--- src/rtl/noc_pkg.sv ---
// Shared mesh-router definitions: flit type codes, route FSM states and
// the bit position of each direction in the one-hot request/grant vectors.
package noc_pkg;

   localparam logic [2:0] FLIT_HEADER = 3'b001;
   localparam logic [2:0] FLIT_BODY   = 3'b010;
   localparam logic [2:0] FLIT_TAIL   = 3'b100;

   typedef enum logic {IDLE, ROUTED} route_state_t;

   localparam int PORT_N     = 0;
   localparam int PORT_E     = 1;
   localparam int PORT_W     = 2;
   localparam int PORT_S     = 3;
   localparam int PORT_L     = 4;
   localparam int NUM_PORTS  = 5;
   localparam int FIFO_DEPTH = 4;

endpackage

--- src/rtl/input_buffer_lbdr_xy_route.sv ---
// Combinational XY routing: resolve X first, then Y (y grows southward),
// and return a one-hot output direction indexed by the noc_pkg port constants.
module xy_route
   import noc_pkg::*;
#(
   parameter int ADDR_WIDTH   = 4,
   parameter int CUR_ADDR     = 0,
   parameter int NETWORK_COLS = 4
) (
   input  logic [ADDR_WIDTH-1:0] dest,
   output logic [NUM_PORTS-1:0]  dir
);

   localparam logic [ADDR_WIDTH-1:0] COLS = ADDR_WIDTH'(NETWORK_COLS);
   localparam logic [ADDR_WIDTH-1:0] CUR  = ADDR_WIDTH'(CUR_ADDR);
   localparam logic [ADDR_WIDTH-1:0] CX   = CUR % COLS;
   localparam logic [ADDR_WIDTH-1:0] CY   = CUR / COLS;

   logic [ADDR_WIDTH-1:0] dx;
   logic [ADDR_WIDTH-1:0] dy;

   assign dx = dest % COLS;
   assign dy = dest / COLS;

   always_comb begin
      dir = '0;
      if (dest == CUR)
         dir[PORT_L] = 1'b1;
      else if (dx > CX)
         dir[PORT_E] = 1'b1;
      else if (dx < CX)
         dir[PORT_W] = 1'b1;
      else if (dy < CY)
         dir[PORT_N] = 1'b1;
      else
         dir[PORT_S] = 1'b1;
   end

endmodule

--- src/rtl/input_buffer_lbdr.sv ---
// Router input port: 4-entry RTS/CTS flit FIFO plus XY route request held per packet.
// Optional INPUT_PARITY_EN adds a sticky parity_err output (even parity over RX).
module input_buffer_lbdr
   import noc_pkg::*;
#(
   parameter int DATA_WIDTH   = 32,
   parameter int ADDR_WIDTH   = 4,
   parameter int CUR_ADDR     = 0,
   parameter int NETWORK_COLS = 4
) (
   input  logic                  clk,
   input  logic                  rst,
   input  logic                  DRTS,
   input  logic [DATA_WIDTH-1:0] RX,
   output logic                  CTS,
   input  logic                  Grant_N,
   input  logic                  Grant_E,
   input  logic                  Grant_W,
   input  logic                  Grant_S,
   input  logic                  Grant_L,
   output logic [DATA_WIDTH-1:0] Data_out,
   output logic                  empty,
   output logic                  full,
   output logic                  Req_N,
   output logic                  Req_E,
   output logic                  Req_W,
   output logic                  Req_S,
   output logic                  Req_L
`ifdef INPUT_PARITY_EN
   ,
   output logic                  parity_err
`endif
);

   logic [DATA_WIDTH-1:0] mem_reg [FIFO_DEPTH];
   logic [DATA_WIDTH-1:0] mem_sel [FIFO_DEPTH];
   logic [FIFO_DEPTH-1:0] wr_ptr_reg;
   logic [FIFO_DEPTH-1:0] rd_ptr_reg;
   logic [2:0]            count_reg;
   logic                  cts_reg;
   logic [NUM_PORTS-1:0]  req_reg;
   logic [NUM_PORTS-1:0]  route_dir;
   route_state_t          state_reg;
   logic                  write_en;
   logic                  read_en;
   logic [2:0]            head_type;

   assign full     = (count_reg == 3'd4);
   assign empty    = (count_reg == 3'd0);
   assign write_en = DRTS & ~cts_reg & ~full;
   assign read_en  = (Grant_N | Grant_E | Grant_W | Grant_S | Grant_L) & ~empty;
   assign CTS      = cts_reg;

   // Storage is deliberately left unreset; count/pointers define what is valid.
   always_ff @(posedge clk) begin
      if (write_en) begin
         for (int i = 0; i < FIFO_DEPTH; i++) begin
            if (wr_ptr_reg[i])
               mem_reg[i] <= RX;
         end
      end
   end

   // One-hot read pointer selects the head entry as an AND-OR mux.
   genvar gi;
   generate
      for (gi = 0; gi < FIFO_DEPTH; gi++) begin : g_head_sel
         assign mem_sel[gi] = {DATA_WIDTH{rd_ptr_reg[gi]}} & mem_reg[gi];
      end
   endgenerate

   always_comb begin
      Data_out = '0;
      for (int i = 0; i < FIFO_DEPTH; i++)
         Data_out = Data_out | mem_sel[i];
   end

   assign head_type = Data_out[DATA_WIDTH-1:DATA_WIDTH-3];

   always_ff @(posedge clk or posedge rst) begin
      if (rst) begin
         cts_reg    <= 1'b0;
         wr_ptr_reg <= 4'b0001;
         rd_ptr_reg <= 4'b0001;
         count_reg  <= 3'd0;
      end else begin
         // A write acknowledges for exactly one cycle, pacing upstream at 2 cycles/flit.
         cts_reg <= write_en;
         if (write_en)
            wr_ptr_reg <= {wr_ptr_reg[FIFO_DEPTH-2:0], wr_ptr_reg[FIFO_DEPTH-1]};
         if (read_en)
            rd_ptr_reg <= {rd_ptr_reg[FIFO_DEPTH-2:0], rd_ptr_reg[FIFO_DEPTH-1]};
         case ({write_en, read_en})
            2'b10:   count_reg <= count_reg + 3'd1;
            2'b01:   count_reg <= count_reg - 3'd1;
            default: count_reg <= count_reg;
         endcase
      end
   end

   xy_route #(
      .ADDR_WIDTH   (ADDR_WIDTH),
      .CUR_ADDR     (CUR_ADDR),
      .NETWORK_COLS (NETWORK_COLS)
   ) u_xy_route (
      .dest (Data_out[ADDR_WIDTH:1]),
      .dir  (route_dir)
   );

   always_ff @(posedge clk or posedge rst) begin
      if (rst) begin
         state_reg <= IDLE;
         req_reg   <= '0;
      end else begin
         case (state_reg)
            IDLE: begin
               if (!empty && head_type == FLIT_HEADER) begin
                  req_reg   <= route_dir;
                  state_reg <= ROUTED;
               end
            end
            ROUTED: begin
               if (read_en && head_type == FLIT_TAIL) begin
                  req_reg   <= '0;
                  state_reg <= IDLE;
               end
            end
            default: begin
               req_reg   <= '0;
               state_reg <= IDLE;
            end
         endcase
      end
   end

   assign Req_N = req_reg[PORT_N];
   assign Req_E = req_reg[PORT_E];
   assign Req_W = req_reg[PORT_W];
   assign Req_S = req_reg[PORT_S];
   assign Req_L = req_reg[PORT_L];

`ifdef INPUT_PARITY_EN
   logic parity_err_reg;

   always_ff @(posedge clk or posedge rst) begin
      if (rst)
         parity_err_reg <= 1'b0;
      else if (write_en && (^RX))
         parity_err_reg <= 1'b1;
   end

   assign parity_err = parity_err_reg;
`endif

endmodule

--- config.mk ---
export PLATFORM = sky130hd
export DESIGN_NAME = input_buffer_lbdr
export DESIGN_NICKNAME = d
export VERILOG_FILES = /design/src/rtl/noc_pkg.sv /design/src/rtl/input_buffer_lbdr_xy_route.sv /design/src/rtl/input_buffer_lbdr.sv
export SDC_FILE = /design/constraint.sdc
export NUM_CORES = 1
export LEC_CHECK = 0
export BUFFER_PORTS_ARGS = -buffer_cell sky130_fd_sc_hd__buf_4
export CAP_MARGIN = 5
export CORE_UTILIZATION = 59
export CTS_BUF_LIST = sky130_fd_sc_hd__clkbuf_2
export DETAILED_ROUTE_END_ITERATION = 7
export PLACE_DENSITY_LB_ADDON = 0.1
export SKIP_LAST_GASP = 1
export SLEW_MARGIN = 5
export SYNTH_ARGS = -nofsm -noshare
export SYNTH_HDL_FRONTEND = slang
export SYNTH_SLANG_ARGS = --single-unit
--- constraint.sdc ---
create_clock -name clk -period 2.8 [get_ports clk]
set_clock_uncertainty 0.15 [all_clocks]
set_input_delay 0.14 -clock clk [delete_from_list [all_inputs] [get_ports clk]]
set_output_delay 0.14 -clock clk [all_outputs]
set_load 0.05 [all_outputs]
---- Word-level counts from Yosys, hierarchy flattened ----
Memories as Yosys holds them, arrays and structs flattened.
Cells that the tools add are included.
word-level totals
  bits in registers ....................... 18
  memory bits (writable) .................. 128
  input port bits ......................... 40
  output and inout bits ................... 40
  logic and storage cells ................. 73
  memories ................................ 1
memory list
  name     words  width  rd ports  clocked after memory_dff  wr ports  RTL line                 text
  mem_reg  4      32     4         0                         4         input_buffer_lbdr.sv:35  logic [DATA_WIDTH-1:0] mem_reg [FIFO_DEPTH];
cells by class
  add/subtract/negate cells ............... 2
  order comparisons ....................... 3
  equality and inequality tests ........... 7
  mux-type cells .......................... 29
  bitwise gates (word level) .............. 18
  reduce and logical (&&, ||, !) cells .... 7
operator list
  operator               number
  $and A32 B32 Y32       4
  $or A32 B32 Y32        3
  $mux W1                22
  $mux W5                2
  $pmux W5 S2            1
  $eq A3 B3 Y1 const B   2
  $pmux W3 S2            1
  $logic_not A4 Y1       1
  $lt A2 B1 Y1 const B   2
  $mux W4                1
  $not A1 Y1             4
  $or A1 B1 Y1           4
  $add A3 B1 Y3 const B  1
  $and A1 B1 Y1          3
  $eq A3 B1 Y1 const B   1
  $logic_not A3 Y1       1
  $sub A3 B1 Y3 const B  1
  $eq A2 B1 Y1 const B   1
  $eq A2 B2 Y1 const B   1
  $gt A2 B1 Y1 const B   1
  $logic_and A1 B1 Y1    2
  $mux W2                1
  $ne A2 B1 Y1 const B   1
  $ne A2 B2 Y1 const B   1
  4 further kinds        4

---- Logic depth before layout (Yosys ltp) ----
An unclocked memory read counts as a cell.
  depth in word-level cells ............... 12
  mapped depth ............................ 10

---- Cells and area by module ----
From an unflattened synthesis, not the netlist that was laid out.
unflattened totals
  cell total of the unflattened synthesis .. 318
  area total of the unflattened synthesis .. 5372.7 um2
modules (own cells, without submodules)
  module             times used  cells an instance  area each (um2)  sequential area each (um2)
  input_buffer_lbdr  1           311                5325.1           4296.6
  xy_route           1           7                  47.5             0.0

---- Worst setup path after synthesis ----
OpenSTA, ideal clock, no wires.
  path kind ............................... register to register
  start ................................... reg count_reg[0]
  end ..................................... reg count_reg[2]
  arrival time ............................ 2820 ps
  data required time ...................... 2525 ps
  path slack .............................. -295 ps
  stages on the path, launching flop included .. 10
  buffers on the path ..................... 0
  cell sequence ........................... dfrtp_1 -> nor3_1 -> o21bai_4 -> inv_2 -> ha_1 -> inv_1 -> fa_1 -> xor2_1 -> nor2_1 -> xor2_1
between the ends
  longest elaborated chain between the ends .. 5
  elaborated cells on any way between the ends .. 12
RTL lines
  item                                                      RTL line                 text
  start: declaration                                        input_buffer_lbdr.sv:39  logic [2:0] count_reg;
  start signal: assignment                                  input_buffer_lbdr.sv:94  2'b10: count_reg <= count_reg + 3'd1;
  start signal: assignment                                  input_buffer_lbdr.sv:95  2'b01: count_reg <= count_reg - 3'd1;
  start signal: assignment                                  input_buffer_lbdr.sv:96  default: count_reg <= count_reg;
  $logic_not A3 Y1 *                                        input_buffer_lbdr.sv:49  assign empty = (count_reg == 3'd0);
  via empty                                                 input_buffer_lbdr.sv:22  output logic empty,
  $not A1 Y1 *                                              input_buffer_lbdr.sv:51  assign read_en = (Grant_N | Grant_E | Grant_W | Grant_S | Grant_L) & ~empty;
  $and A1 B1 Y1 *                                           input_buffer_lbdr.sv:51
  via read_en                                               input_buffer_lbdr.sv:45  logic read_en;
  $eq A2 B1 Y1 / $eq A2 B2 Y1 (equally long branches)       input_buffer_lbdr.sv:93  case ({write_en, read_en})
  $pmux W3 S2 / $reduce_bool A2 Y1 (equally long branches)  n/a
The timed path passes the listed nets; every way through them passes the cells marked *.
A chain may end at the register's enable or synchronous reset.

---- Final worst setup path ----
  start ................................... reg rd_ptr_reg[0]
  end ..................................... out Data_out[30]
between the ends
  longest elaborated chain between the ends .. 4
RTL lines
  item                          RTL line                 text
  start: declaration            input_buffer_lbdr.sv:38  logic [FIFO_DEPTH-1:0] rd_ptr_reg;
  start signal: assignment      input_buffer_lbdr.sv:92  rd_ptr_reg <= {rd_ptr_reg[FIFO_DEPTH-2:0], rd_ptr_reg[FIFO_DEPTH-1]};
  $and A32 B32 Y32              input_buffer_lbdr.sv:68  assign mem_sel[gi] = {DATA_WIDTH{rd_ptr_reg[gi]}} & mem_reg[gi];
  $or A32 B32 Y32 (3 in a row)  input_buffer_lbdr.sv:75  Data_out = Data_out | mem_sel[i];
  end: declaration              input_buffer_lbdr.sv:21  output logic [DATA_WIDTH-1:0] Data_out,
No other way between the ends.

==> metrics.cfg <==
[outcome]
outcome = finished clean

[sta]
slew_headroom_pct = 57.76
hold_ws_ns = 0.05879
timing.final.crit_share_pct = 94.00
maxSlewViolCount = 0
hold_violations = 0
report.final.setup_viol = 0
worst_pin_slew_ns = 0.6330
timing.final.crit_period_ns = 2.632
fmaxAchievable_ghz = 0.3799

[cells_and_area]
number_of_flip_flops_in_the_largest_register = 128
final_net_count = 528
area_growth_pct = 34.58
fillerInstances = 468
final_layout_size_suffix_gt1_share_pct = 27.66
non_filler_cell_area_final_um2 = 7222
n_antenna_cell = 0

[critical_path]
worst-r2r-setup-slack_ns = 0.23
worst_path_max_delay_cell = sky130_fd_sc_hd__dfstp_2
crit_fanout = 26
worstSetupEndpointType = output pin
timing.reg2reg.worst_path_depth = 7
cp_cell_sequence = buf_4, a22oi_1, nand2_1, buf_4
regToRegStartpoint = count_reg[0]
worstReg2RegEnd = rd_ptr_reg[2]
critical_path.startpoint_type = register
crit_arrival_ns = 2.34
crit_top_cell = sky130_fd_sc_hd__buf_4
path_class = reg -> out
worst_path_largest_cell_delay_ns = 0.70
worst_endpoint_required_time_ns = 2.51

[worst_hold_path]
hold_path_end = mem_reg[2][18]
min_from = RX[18]
holdCritPathClass = in -> reg
holdPathStages = 2

[detailed_routing]
ant_nets = 0
dr.first_iter.drc_count = 181
wl_per_cell_um = 18.19
detail_route.drc_violations = 0
wirelength_mm = 11.04
routed_via_density = 5.557
num_vias = 3373
detailedRoute.firstPassIterationCount = 5

[pwr]
switching_power_mw = 1.017
p_clk_share_pct = 32.2
internal_power_mw = 3.204
worst_vdd_ir_uv = 397.8
comb_power_share_pct = 11.1
post-layout-total-power_mw = 4.221
netSwitchingFraction_pct = 24.08
p_leak_nw = 2.849
power-per-cell-area_nw_per_um2 = 584.5
power.share.sequential_pct = 56.7

[synthesis]
synth_largest_area_cell = sky130_fd_sc_hd__edfxtp_1
yosys_warnings = 0
post_synth_num_cell_types = 37
synth.area.top_cells = sky130_fd_sc_hd__edfxtp_1 72%, sky130_fd_sc_hd__a22oi_1 8.4%, sky130_fd_sc_hd__dfrtp_1 6.5%, sky130_fd_sc_hd__nand2_1 3.0%, sky130_fd_sc_hd__dfstp_2 0.98%
seq_area_frac_synth_pct = 79.13
post-synth-top-area-fraction_pct = 71.63
syn_area_um2 = 5366
synthArstFlopShare_pct = 11.11
postSynthCellCount = 315
yosys_register_bits = 144
yosys_most_used_dff = sky130_fd_sc_hd__edfxtp_1
synth_edf_count = 128
syn_area_per_cell_um2 = 17.04

[clocking]
cts_resized = 0
clock-sinks = 144
cts.root.buffer_cell = sky130_fd_sc_hd__clkbuf_2
cts_tree = done
numCtsBuffers = 17
clkLatencyLatePin_ns = 0.66
clock_path_buffers = 2
cts.htree.levels = 4
clk_pin_slew_ns = 0.21

[global_routing]
grt_antenna_before_repair = 0
global_route.overflow_total = 0
wire_length_of_the_first_global_routing_pass_mm = 17.44
grtUsageTotal_pct = 24.60
grt_start_max_net_pins = 34
grt_pass1_vias = 3478

[floorplan]
boundaryPins = 80
die_area_um2 = 9481
fp.dieH_um = 97.37
core.rowCount = 34
die_x_um = 97.37
core_area_um2 = 8763
start_util_pct = 61.24

[placed_design]
gp_routability_congestion = 0.7193
area_post_placement_um2 = 6125
io_buffers = 77
dpl.hpwl_mm = 5.746

[run]
cap_violations = 0

==> final cells by class <==
type	instances	area (um2)	share of cell area [%]
Inverter	9	33.78	0.4678
Tap cell	108	135.1	1.871
Sequential cell	144	4247	58.80
Multi-Input combinational cell	145	998.5	13.83
Timing Repair Buffer	169	1516	21.00
Clock inverter	14	201.4	2.789
Clock buffer	18	90.09	1.247
==> stage by stage <==
stage	cells	utilization [%]	TNS, ns	setup slack [ns]
floorplan	316	-	0	0.1857
global placement	494	69.89	0	0.5069
detailed placement	494	69.89	0	0.3839
CTS	592	80.75	0	0.08212
global route	607	82.41	-0.02919	-0.02919
finish	607	82.41	0	0.1680
==> how the worst max path moves through the flow <==
stage / from / cells past startpoint / to / slack (ns)
finish: rd_ptr_reg[0] / 4 / Data_out[30] / 0.17
global placement: count_reg[0] / 10 / count_reg[2] / 0.51
CTS: rd_ptr_reg[0] / 4 / Data_out[30] / 0.08
detailed placement: count_reg[1] / 10 / count_reg[2] / 0.38
global route: rd_ptr_reg[0] / 4 / Data_out[30] / -0.03
floorplan: count_reg[0] / 4 / mem_reg[1][0] / 0.19
==> cell families after synthesis <==
| logic type | after synthesis | share of synthesized area [%] |
|---|---|---|
| AOI/OAI and AO/OA | 73 | 11.19 |
| xor gates and xnor gates | 3 | 0.4897 |
| adders and majority gates | 2 | 0.6062 |
| buffers and inverters | 27 | 2.518 |
| DFF | 144 | 79.13 |
| muxes | 3 | 0.6528 |
| other | 1 | 0.06988 |
| and+or+nand+nor | 62 | 5.339 |
==> cell usage in the layout, fill, tap and decap left out, types with 3 or more instances in the layout <==
cell type,synthesis,routed
sky130_fd_sc_hd__nor2_1,4,4
sky130_fd_sc_hd__dfrtp_1,14,14
sky130_fd_sc_hd__inv_1,8,8
sky130_fd_sc_hd__inv_6,0,5
sky130_fd_sc_hd__dlygate4sd3_1,0,79
sky130_fd_sc_hd__a21o_1,4,4
sky130_fd_sc_hd__buf_4,3,86
sky130_fd_sc_hd__a22oi_1,60,60
sky130_fd_sc_hd__and2_2,0,4
sky130_fd_sc_hd__clkbuf_2,0,18
sky130_fd_sc_hd__buf_12,0,4
sky130_fd_sc_hd__edfxtp_1,128,128
sky130_fd_sc_hd__nand2_1,43,43
sky130_fd_sc_hd__clkinvlp_4,0,3
sky130_fd_sc_hd__bufinv_16,0,4
==> layer usage <==
| metal | vias up | GRT usage, % | wire [um] |
|---|---|---|---|
| met5 | - | 0 | 0 |
| met3 | 15 | 6.259 | 713 |
| met2 | 140 | 40.51 | 5725 |
| met1 | 1649 | 32.12 | 4452 |
| met4 | 0 | 8.710 | 149 |
| li1 | 1569 | - | - |
==> cell usage after synthesis, drive strengths merged, types with 2 or more instances <==
library cell  instances
dfstp                 2
or4                   3
a21o                  4
clkbuf               10
xor2                  2
nand2                44
a21oi                 2
buf                   8
dfrtp                14
nor2                  4
mux2i                 2
edfxtp              128
a22oi                62
inv                   9
nor3                  3
and2                  4
==> power groups by stage <==
stage / clock, mW / combinational, mW / sequential (mW)
floorplan: 0 / 0.221 / 2.45
global placement: 0 / 0.339 / 2.44
detailed placement: 0 / 0.357 / 2.44
CTS: 1.39 / 0.430 / 2.39
global route: 1.48 / 0.502 / 2.40
finish: 1.36 / 0.469 / 2.39
==> worst max-delay path: cells and delay by family, from the launching register on <==
family / cells / cell delay, ns
buf+inv: 2 / 0.61
flops: 1 / 0.70
simple gates: 1 / 0.24
compound gates: 1 / 0.14
==> what timing repair did <==
action / 4_1_cts / 5_1_grt
endpoints found under the setup margin: 0 / 1
hold buffers: 66 / 14
setup buffers: 0 / 2
endpoints found under the hold margin: 157 / 20
No activity file was read; power rests on OpenSTA's default activity.
